===== src/rtl/pc_pkg.sv =====
// pc_pkg: shared constants for the program-counter slice.
//   OP_*        one-hot-free operation codes produced by the pc_unit priority decoder
//   cnt_width   bits needed to hold a stack occupancy of 0..depth
//   idx_width   bits needed to address depth stack entries
package pc_pkg;

  localparam int unsigned OP_W = 3;

  localparam logic [OP_W-1:0] OP_NONE   = 3'd0;
  localparam logic [OP_W-1:0] OP_INCR   = 3'd1;
  localparam logic [OP_W-1:0] OP_BRANCH = 3'd2;
  localparam logic [OP_W-1:0] OP_LOAD   = 3'd3;
  localparam logic [OP_W-1:0] OP_CALL   = 3'd4;
  localparam logic [OP_W-1:0] OP_RET    = 3'd5;

  // clog2(depth+1): width of a counter that must reach depth itself
  function automatic int unsigned cnt_width(input int unsigned depth);
    int unsigned w;
    w = 1;
    while ((32'd1 << w) < (depth + 32'd1)) w = w + 1;
    return w;
  endfunction

  // Address width for depth entries, never below one bit
  function automatic int unsigned idx_width(input int unsigned depth);
    return (depth > 1) ? cnt_width(depth - 1) : 1;
  endfunction

endpackage


===== src/rtl/pc_if.sv =====
// pc_if: request/response bundle between the fetch stage and pc_unit.
//   master: drives incr/load/load_addr/branch/offset/call/ret, observes PC and flags
//   slave : pc_unit side
interface pc_if #(
  parameter int unsigned SIZE = 8
);

  logic            incr;
  logic            load;
  logic [SIZE-1:0] load_addr;
  logic            branch;
  logic [SIZE-1:0] offset;
  logic            call;
  logic            ret;
  logic [SIZE-1:0] out;
  logic            stack_empty;
  logic            stack_full;
  logic            err;

  modport master (
    output incr, load, load_addr, branch, offset, call, ret,
    input  out, stack_empty, stack_full, err
  );

  modport slave (
    input  incr, load, load_addr, branch, offset, call, ret,
    output out, stack_empty, stack_full, err
  );

endinterface


===== src/rtl/pc_stack.sv =====
// pc_stack: LIFO of return addresses.
//   clk, reset    clock, asynchronous active-high reset (clears occupancy only)
//   push, pop     push on full and pop on empty are ignored; pop wins if both
//   din           value pushed
//   dout          current top of stack (combinational, meaningless when empty)
//   empty, full   registered occupancy flags
module pc_stack
  import pc_pkg::*;
#(
  parameter int unsigned WIDTH = 8,
  parameter int unsigned DEPTH = 4
) (
  input  logic             clk,
  input  logic             reset,
  input  logic             push,
  input  logic             pop,
  input  logic [WIDTH-1:0] din,
  output logic [WIDTH-1:0] dout,
  output logic             empty,
  output logic             full
);

  localparam int unsigned CW = cnt_width(DEPTH);
  localparam int unsigned IW = idx_width(DEPTH);

  logic [WIDTH-1:0] mem [DEPTH];
  logic [CW-1:0]    count;
  logic             do_push;
  logic             do_pop;

  assign do_pop  = pop & ~empty;
  assign do_push = push & ~pop & ~full;

  // Occupancy and flags; flags are computed from the next count so they
  // land in the same cycle as the count change
  always_ff @(posedge clk or posedge reset) begin
    if (reset) begin
      count <= '0;
      empty <= 1'b1;
      full  <= 1'b0;
    end else if (do_push) begin
      count <= count + CW'(1);
      empty <= 1'b0;
      full  <= (count == CW'(DEPTH - 1));
    end else if (do_pop) begin
      count <= count - CW'(1);
      empty <= (count == CW'(1));
      full  <= 1'b0;
    end
  end

  // Storage carries no reset; only occupancy defines validity
  always_ff @(posedge clk) begin
    if (do_push) mem[IW'(count)] <= din;
  end

  assign dout = mem[IW'(count - CW'(1))];

endmodule


===== src/rtl/pc_unit.sv =====
// pc_unit: fetch-stage program counter with load, relative branch,
// call/return through an internal return stack, and edge/level increment.
//   clk, reset   clock, asynchronous active-high reset
//   bus (slave)  incr/load/load_addr/branch/offset/call/ret requests in;
//                out (PC), stack_empty, stack_full, err (sticky) out
// One operation per cycle, priority ret > call > load > branch > incr.
module pc_unit
  import pc_pkg::*;
#(
  parameter int unsigned SIZE        = 8,
  parameter int unsigned STEP        = 1,
  parameter int unsigned STACK_DEPTH = 4,
  parameter int unsigned EDGE_MODE   = 1
) (
  input  logic clk,
  input  logic reset,
  pc_if.slave  bus
);

  logic [SIZE-1:0] pc_q;
  logic [SIZE-1:0] pc_nxt;
  logic [SIZE-1:0] ret_addr;
  logic [SIZE-1:0] top;
  logic            err_q;
  logic            err_nxt;
  logic            incr_q;
  logic            incr_evt;
  logic            push;
  logic            pop;
  logic            empty;
  logic            full;
  logic [OP_W-1:0] op;

  // incr_q tracks incr every cycle, even when another op wins
  assign incr_evt = (EDGE_MODE != 0) ? (bus.incr & ~incr_q) : bus.incr;
  assign ret_addr = pc_q + SIZE'(STEP);

  // Priority decode; losing requests are dropped
  always_comb begin
    op = OP_NONE;
    if (bus.ret)         op = OP_RET;
    else if (bus.call)   op = OP_CALL;
    else if (bus.load)   op = OP_LOAD;
    else if (bus.branch) op = OP_BRANCH;
    else if (incr_evt)   op = OP_INCR;
  end

  // Next-PC mux, stack control and error detection
  always_comb begin
    pc_nxt  = pc_q;
    err_nxt = err_q;
    push    = 1'b0;
    pop     = 1'b0;
    case (op)
      OP_RET: begin
        if (empty) begin
          err_nxt = 1'b1;
        end else begin
          pop    = 1'b1;
          pc_nxt = top;
        end
      end
      OP_CALL: begin
        if (full) begin
          err_nxt = 1'b1;
        end else begin
          push   = 1'b1;
          pc_nxt = bus.load_addr;
        end
      end
      OP_LOAD:   pc_nxt = bus.load_addr;
      OP_BRANCH: pc_nxt = pc_q + bus.offset;
      OP_INCR:   pc_nxt = ret_addr;
      default:   ;
    endcase
  end

  // PC, sticky error and edge-detector state
  always_ff @(posedge clk or posedge reset) begin
    if (reset) begin
      pc_q   <= '0;
      err_q  <= 1'b0;
      incr_q <= 1'b0;
    end else begin
      pc_q   <= pc_nxt;
      err_q  <= err_nxt;
      incr_q <= bus.incr;
    end
  end

  pc_stack #(
    .WIDTH (SIZE),
    .DEPTH (STACK_DEPTH)
  ) u_stack (
    .clk   (clk),
    .reset (reset),
    .push  (push),
    .pop   (pop),
    .din   (ret_addr),
    .dout  (top),
    .empty (empty),
    .full  (full)
  );

  assign bus.out         = pc_q;
  assign bus.err         = err_q;
  assign bus.stack_empty = empty;
  assign bus.stack_full  = full;

endmodule


===== src/flat_wrapper.sv =====
// flat-port wrapper written by rule: the top's interface ports become plain ports
module pc_unit_flat import pc_pkg::*;
#(
  parameter int unsigned SIZE        = 8,
  parameter int unsigned STEP        = 1,
  parameter int unsigned STACK_DEPTH = 4,
  parameter int unsigned EDGE_MODE   = 1
)
  (clk, reset, bus_incr, bus_load, bus_load_addr, bus_branch, bus_offset, bus_call, bus_ret, bus_out, bus_stack_empty, bus_stack_full, bus_err);
  pc_if #(.SIZE(SIZE)) bus_i ();
  input  logic clk;
  input  logic reset;
  input wire logic [$bits(bus_i.incr)-1:0] bus_incr;
  input wire logic [$bits(bus_i.load)-1:0] bus_load;
  input wire logic [$bits(bus_i.load_addr)-1:0] bus_load_addr;
  input wire logic [$bits(bus_i.branch)-1:0] bus_branch;
  input wire logic [$bits(bus_i.offset)-1:0] bus_offset;
  input wire logic [$bits(bus_i.call)-1:0] bus_call;
  input wire logic [$bits(bus_i.ret)-1:0] bus_ret;
  output wire logic [$bits(bus_i.out)-1:0] bus_out;
  output wire logic [$bits(bus_i.stack_empty)-1:0] bus_stack_empty;
  output wire logic [$bits(bus_i.stack_full)-1:0] bus_stack_full;
  output wire logic [$bits(bus_i.err)-1:0] bus_err;
  assign bus_i.incr = bus_incr;
  assign bus_i.load = bus_load;
  assign bus_i.load_addr = bus_load_addr;
  assign bus_i.branch = bus_branch;
  assign bus_i.offset = bus_offset;
  assign bus_i.call = bus_call;
  assign bus_i.ret = bus_ret;
  assign bus_out = bus_i.out;
  assign bus_stack_empty = bus_i.stack_empty;
  assign bus_stack_full = bus_i.stack_full;
  assign bus_err = bus_i.err;
  pc_unit #(.SIZE(SIZE), .STEP(STEP), .STACK_DEPTH(STACK_DEPTH), .EDGE_MODE(EDGE_MODE)) u_core (.clk(clk), .reset(reset), .bus(bus_i));
endmodule

===== config.mk =====
export PLATFORM = sky130hd
export DESIGN_NAME = pc_unit_flat
export DESIGN_NICKNAME = d
export VERILOG_FILES = /design/src/rtl/pc_pkg.sv /design/src/rtl/pc_if.sv /design/src/rtl/pc_stack.sv /design/src/rtl/pc_unit.sv /design/src/flat_wrapper.sv
export SDC_FILE = /design/constraint.sdc
export NUM_CORES = 1
export LEC_CHECK = 0
export BUFFER_PORTS_ARGS = -buffer_cell sky130_fd_sc_hd__buf_2
export CORE_ASPECT_RATIO = 0.6
export CORE_MARGIN = 5
export CORE_UTILIZATION = 61
export CTS_CLUSTER_SIZE = 14
export DETAILED_ROUTE_END_ITERATION = 10
export PLACE_DENSITY = 0.9
export REMOVE_ABC_BUFFERS = 1
export SLEW_MARGIN = 20
export SYNTH_ARGS = -nofsm -noshare
export SYNTH_HDL_FRONTEND = slang
export SYNTH_SLANG_ARGS = --single-unit

===== constraint.sdc =====
create_clock -name clk -period 6.2 [get_ports clk]
set_input_delay 0.31 -clock clk [delete_from_list [all_inputs] [get_ports clk]]
set_output_delay 0.31 -clock clk [all_outputs]
set_load 0.1 [all_outputs]

==> impl_metrics.py, run 1 <==
metrics = {
    "place": {
        "hpwl_mm": 4.20,
        "dpl.cell_count": 295,
        "port_buffers": 33,
        "gp_congestion": 0.890,
    },
    "timing": {
        "period_needed_ns": 2.48,
        "hold_ws_ns": 0.0936,
        "fmax_ghz": 0.403,
        "skew_ns": 0.00795,
        "final.setup.tns_ns": 0,
        "slew-limit-headroom": 0.556,
        "rsz0062_at_grt": "false",
        "setup_violations": 0,
        "drv_slew": 0,
        "fin_crit_sh": 0.401,
        "tightest_slew_ns": 0.667,
        "hold_viol_final": 0,
    },
    "route": {
        "drt-total-wl_mm": 5.65,
        "ant_nets": 0,
        "via_per_inst": 6.07,
        "drc": 0,
        "vias": 1838,
        "drt-initial-drc-count": 144,
        "wl_per_cell_microns": 18.6,
        "drtPass1Iterations": 5,
    },
    "clock_tree": {
        "cts_made_buffers": 5,
        "htree_levels": 2,
        "postCtsSetupRepairBufs": 0,
        "clk_path_buf_depth": 2,
        "cts_resized": 0,
        "clk_pin_slew_ns": 0.09,
        "cts_root_buffer": "clkbuf_8",
        "holdBufCountCts": 0,
        "cts_tree": "built",
        "clock_sinks": 47,
        "clock_latency_ns": 0.29,
    },
    "worst_setup_path": {
        "reg2reg_slack_ns": 3.72,
        "r2r-start": "u_core.u_stack.count[0]",
        "crit_type": "reg -> reg",
        "path_cells": "inv_1 -> ha_1 -> mux4_2 -> a22o_2 -> a21oi_1 -> a31oi_1",
        "worstReg2RegEnd": "u_core.bus.out[4]",
        "slowest_delay_ns": 0.78,
        "rr_worst_depth": 6,
        "worstPathMaxFanout": 12,
        "crit_path_end_kind": "register",
        "critPathSlowestCell": "dfrtp_1",
        "crit_path_start_kind": "register",
        "crit_end": "u_core.bus.out[4]",
        "startpoint": "u_core.u_stack.count[0]",
        "worstPathArrival_ns": 2.64,
        "cp.required_ns": 6.35,
    },
    "yosys": {
        "synth_warnings": 0,
        "synth-seq-cells": 47,
        "syn_area_per_cell_sq_um": 12.2,
        "synthArstFlopShare": 0.319,
        "synth_edf_count": 32,
        "syn-cell-area_sq_mm": 0.00255,
        "synthCells": 209,
        "yosys_most_used_dff": "edfxtp_1",
        "synth_area_leaders": "edfxtp_1, dfrtp_1, mux4_2, ha_1, a21oi_1",
        "yosysTopAreaCell": "edfxtp_1",
        "synth_top_area_share": 0.377,
        "seq_area_frac_synth": 0.525,
        "synth.distinct_cells": 45,
    },
    "grt": {
        "grt_pass1_wl_mm": 9.03,
        "grtUsageTotal": 0.218,
        "grt_pass1_vias": 1707,
        "met1_usage": 0.332,
        "met2_usage": 0.323,
        "gr-total-overflow": 0,
        "antenna_found_initial": 0,
        "busiest_layer": "met1",
        "grt_max_degree": 16,
        "grt_util_met3": 0.0491,
    },
    "finish": {
        "nets": 279,
        "nFillCells": 295,
        "drive_gt1_frac": 0.230,
        "final_cells": 303,
        "regArea_sq_mm": 0.00134,
        "post-route-util": 0.694,
        "syn2layout_area_growth_pct": 10.9,
        "diodes": 0,
        "final_cell_mix": "buf_2, edfxtp_1, nor2_1",
        "final_common_cell": "buf_2",
        "multi_input_area_sq_mm": 0.00113,
    },
    "floorplanning": {
        "start_util": 0.626,
        "row_count": 18,
        "dieWidth_microns": 93.5,
        "die_h_microns": 60.1,
        "dieArea_sq_mm": 0.00562,
        "ios": 34,
        "coreArea_sq_mm": 0.00408,
    },
    "pwr": {
        "power.total_w": 0.00150,
        "ir_drop_mv": 0.245,
        "power.density_mw_per_mm2": 530,
        "power_leakage_nw": 1.12,
    },
    "run": {
        "cap_violations": 0,
    },
    "worst_hold_path": {
        "hold_class": "in -> async",
    },
    "status": {
        "status": "complete, no violations",
    },
}
-- sequential cells by signal, indices dropped and copies added, names as in the netlist --
signal / flops
u_core.u_stack.mem: 32
u_core.bus.out: 8
u_core.u_stack.count: 3
u_core.bus.err: 1
u_core.incr_q: 1
u_core.u_stack.empty: 1
u_core.u_stack.full: 1
-- synth_stat cells (2+ instances only) --
master,n
edfxtp_1,32
nor2_1,20
a21oi_1,19
dfrtp_1,14
ha_1,13
nand2_1,10
inv_1,9
mux4_2,8
o21ai_0,8
a31oi_1,6
xor2_1,6
and2_1,5
nand2b_1,5
nor3_1,5
xnor2_1,5
a211oi_1,3
a221oi_1,3
a22o_2,3
nand3_1,3
nor2b_1,3
buf_2,2
buf_4,2
buf_6,2
mux2i_1,2
-- through the flow --
step           area [sq um]  worst slack, ns
2_1_floorplan          2500             3.68
3_3_place_gp           2740             3.85
3_5_place_dp           2740             3.69
4_1_cts                2830             3.68
5_1_grt                2830             3.55
6_report               2830             3.72
-- area by class of cell --
type | count | share of cell area
Clock buffer | 7 | 0.0305
Clock inverter | 1 | 0.00133
Inverter | 9 | 0.0119
Multi-Input combinational cell | 146 | 0.398
Sequential cell | 47 | 0.473
Tap cell | 60 | 0.0265
Timing Repair Buffer | 33 | 0.0584
-- cells by family after synthesis --
family / count (synthesis) / synth area share
simple gates: 59 / 0.122
mux: 10 / 0.0785
xor+xnor: 11 / 0.0378
compound gates: 52 / 0.132
buf+inv: 16 / 0.0334
fa+ha+maj: 14 / 0.0716
flops: 47 / 0.525
-- worst min-delay path by stage --
stage          slack [ns]      from  depth (start not counted)                      end
2_1_floorplan        0.21     reset                          1           u_core.bus.err
3_3_place_gp         0.41     reset                          2      u_core.u_stack.full
3_5_place_dp         0.43     reset                          2      u_core.u_stack.full
4_1_cts              0.11     reset                          2  u_core.u_stack.count[2]
5_1_grt              0.12  bus_incr                          1            u_core.incr_q
6_report             0.09     reset                          2           u_core.bus.err
-- where the power goes --
group          total, W  switching, W  internal, W
combinational  0.000769      0.000524     0.000245
clock          0.000185     0.0000953    0.0000895
sequential     0.000545     0.0000873     0.000458
-- per-layer routing --
metal  vias to the layer above  part of all wire
met5                         -                 0
met4                         0            0.0053
met3                         4             0.098
met2                        94              0.44
met1                       897              0.45
li1                        843                 -
-- critical path, delay by kind of cell (launching register included) --
| family | cells | cell delay, ns |
|---|---|---|
| AO/OA/AOI/OAI | 3 | 0.47 |
| adder cells (fa/ha/maj) | 1 | 0.59 |
| buffers and inverters | 1 | 0.15 |
| flip-flops | 1 | 0.78 |
| multiplexers | 1 | 0.37 |
Note: power is estimated with default switching activity, not from simulation.
==> inputs of run 2 (changes only) <==
--- a/config.mk
+++ b/config.mk
@@ -8,10 +8,10 @@
 export BUFFER_PORTS_ARGS = -buffer_cell sky130_fd_sc_hd__buf_2
 export CORE_ASPECT_RATIO = 0.6
 export CORE_MARGIN = 5
-export CORE_UTILIZATION = 61
+export CORE_UTILIZATION = 52
 export CTS_CLUSTER_SIZE = 14
 export DETAILED_ROUTE_END_ITERATION = 10
-export PLACE_DENSITY = 0.9
+export PLACE_DENSITY = 0.82
 export REMOVE_ABC_BUFFERS = 1
 export SLEW_MARGIN = 20
 export SYNTH_ARGS = -nofsm -noshare
==> constraint.sdc (replaced) <==
create_clock -name clk -period 2 [get_ports clk]
set_input_delay 0.1 -clock clk [delete_from_list [all_inputs] [get_ports clk]]
set_output_delay 0.1 -clock clk [all_outputs]
set_load 0.1 [all_outputs]
==> run 2 against run 1 <==
- non-clock buffer count increased by 14
- first-iteration DRC count grew 61%
- clock power increased to 3.6 times the previous value
- via count rose by 0.71%
- sequential cell count stayed put
- cell count up 5.6%
- hold slack better by 0.079 ns
- critical path depth increased by 1
- combinational power rose to 3.6 times the previous value
- global-route usage is 3.5 points lower
- register-to-register slack lost 3.6 ns
- critical path type unchanged
- critical endpoint is now u_core.bus.out[5]
- largest power group unchanged
==> impl_metrics.py, run 2 (same netlist as run 1, synthesis figures left out) <==
metrics = {
    "status": {
        "status": "complete, no violations",
    },
    "worst_setup_path": {
        "crit_path_end_kind": "register",
        "path_cells": "ha_1 -> a211oi_2 -> buf_4 -> o21ai_0 -> xor2_1 -> a221oi_1 -> nor3_1",
        "slowest_delay_ns": 0.43,
        "critPathBufInv": 1,
        "cp.required_ns": 2.17,
        "critPathSlowestCell": "dfrtp_1",
        "worstPathArrival_ns": 2.06,
        "worstPathMaxFanout": 4,
        "crit_type": "reg -> reg",
        "crit_path_start_kind": "register",
        "rr_worst_depth": 7,
        "crit_family": "compound AO/OA/AOI/OAI gates",
        "reg2reg_slack_ns": 0.11,
        "worst-path-stages": 7,
    },
    "grt": {
        "grtUsageTotal": 0.184,
        "antenna_found_initial": 0,
        "grt_pass1_wl_mm": 9.14,
        "grt_max_degree": 16,
        "gr-total-overflow": 0,
        "grt_pass1_vias": 1782,
    },
    "clock_tree": {
        "clk_pin_slew_ns": 0.09,
        "clock_sinks": 47,
        "htree_levels": 2,
        "clk_path_buf_depth": 2,
        "postCtsSetupRepairBufs": 0,
        "cts_tree": "built",
        "clock_latency_ns": 0.29,
        "cts_made_buffers": 5,
        "cts_root_buffer": "clkbuf_8",
    },
    "place": {
        "hpwl_mm": 4.30,
        "placed_area_sq_mm": 0.00283,
        "port_buffers": 33,
        "gp_congestion": 0.875,
    },
    "timing": {
        "rsz0062_at_grt": "false",
        "skew_ns": 0.00928,
        "tightest_slew_ns": 0.633,
        "fin_crit_sh": 0.944,
        "setup_violations": 0,
        "slew-limit-headroom": 0.577,
        "hold_viol_final": 0,
        "fmax_ghz": 0.530,
        "period_needed_ns": 1.89,
        "drv_slew": 0,
    },
    "floorplanning": {
        "coreArea_sq_mm": 0.00466,
        "dieArea_sq_mm": 0.00645,
        "die_h_microns": 64.2,
        "row_count": 19,
        "dieWidth_microns": 100,
        "start_util": 0.547,
        "ios": 34,
    },
    "finish": {
        "final_cell_mix": "buf_2, edfxtp_1, nor2_1",
        "diodes": 0,
        "finish.instance_area_sq_mm": 0.00299,
        "final_common_cell": "buf_2",
        "largest_reg_flops": 32,
        "nets": 293,
        "drive_gt1_frac": 0.284,
        "top_register": "u_core.u_stack.mem",
        "syn2layout_area_growth_pct": 17.1,
    },
    "route": {
        "drt-total-wl_mm": 5.60,
        "drt-initial-drc-count": 232,
        "drc": 0,
        "wl_per_cell_microns": 17.5,
        "via_per_inst": 5.78,
        "ant_nets": 0,
        "vias": 1851,
        "drtPass1Iterations": 5,
    },
    "pwr": {
        "power_leakage_nw": 1.20,
        "power.total_w": 0.00498,
        "ir_drop_mv": 0.906,
        "power.density_mw_per_mm2": 1670,
    },
    "run": {
        "cap_violations": 0,
    },
    "worst_hold_path": {
        "hold_class": "in -> reg",
        "min_path_cells": 3,
    },
}
## run 2: cell count changes in the layout (fill, tap and decap cells not counted), sizes merged
cell	previous run	this run
buf	33	45
bufinv	0	1
clkbuf	7	5
clkinv	1	2
dlygate4sd3	0	2
## run 2: final cells by class
| type | count | area [sq um] |
|---|---|---|
| clock inverter | 3 | 38.8 |
| inverter | 9 | 33.8 |
| clock buffer | 5 | 68.8 |
| sequential | 47 | 1340 |
| fill | 376 | 1670 |
| multi-input combinational | 146 | 1150 |
| timing repair buffer | 47 | 275 |
| tap | 63 | 78.8 |
## run 2: tightest hold or removal path: cells and delay by family
kind	cells	cell delay (ns)
buffers and inverters	1	0.07
AO/OA/AOI/OAI	2	0.25
## run 2: power breakdown
group / leakage, nW / total (W) / internal, W / switching (W)
Sequential: 0.463 / 0.00155 / 0.00142 / 0.000127
Combinational: 0.684 / 0.00276 / 0.000931 / 0.00183
Clock: 0.0556 / 0.000674 / 0.000366 / 0.000308
Total: 1.20 / 0.00498 / 0.00272 / 0.00226
## run 2: path summary, 6_finish.rpt
path	from	endpoint
max	u_core.bus.out[1]	u_core.bus.out[5]
min	bus_load_addr[2]	u_core.bus.out[2]
max reg2reg	u_core.bus.out[1]	u_core.bus.out[5]
min reg2reg	u_core.bus.err	u_core.bus.err
max in group asynchronous	reset	u_core.bus.out[5]
min in group asynchronous	reset	u_core.bus.out[6]
## run 2: repair_timing
| item | CTS | global route |
|---|---|---|
| endpoints found under the setup margin | 0 | 2 |
| hold buffers | 2 | 0 |
| gates resized for setup | 0 | 5 |
| endpoints found under the hold margin | 15 | 0 |
## run 2: per-stage QoR
step | TNS [ns] | hold slack, ns | cells | worst slack (ns) | util
floorplan | -2.36 | 0.000764 | 202 | -0.518 | -
global placement | 0 | 0.200 | 310 | 0.131 | 0.608
detailed placement | 0 | 0.207 | 310 | 0.0985 | 0.608
CTS | 0 | 0.166 | 320 | 0.0737 | 0.635
global route | 0 | 0.181 | 320 | 0.0147 | 0.641
finish | 0 | 0.172 | 320 | 0.112 | 0.641
## run 2: per-layer routing
metal	GRT usage	wire length [microns]	vias up
li1	-	-	873
met1	0.293	2700	893
met2	0.251	2390	81
met3	0.0522	476	4
met4	0.0252	29	0
met5	0	0	-
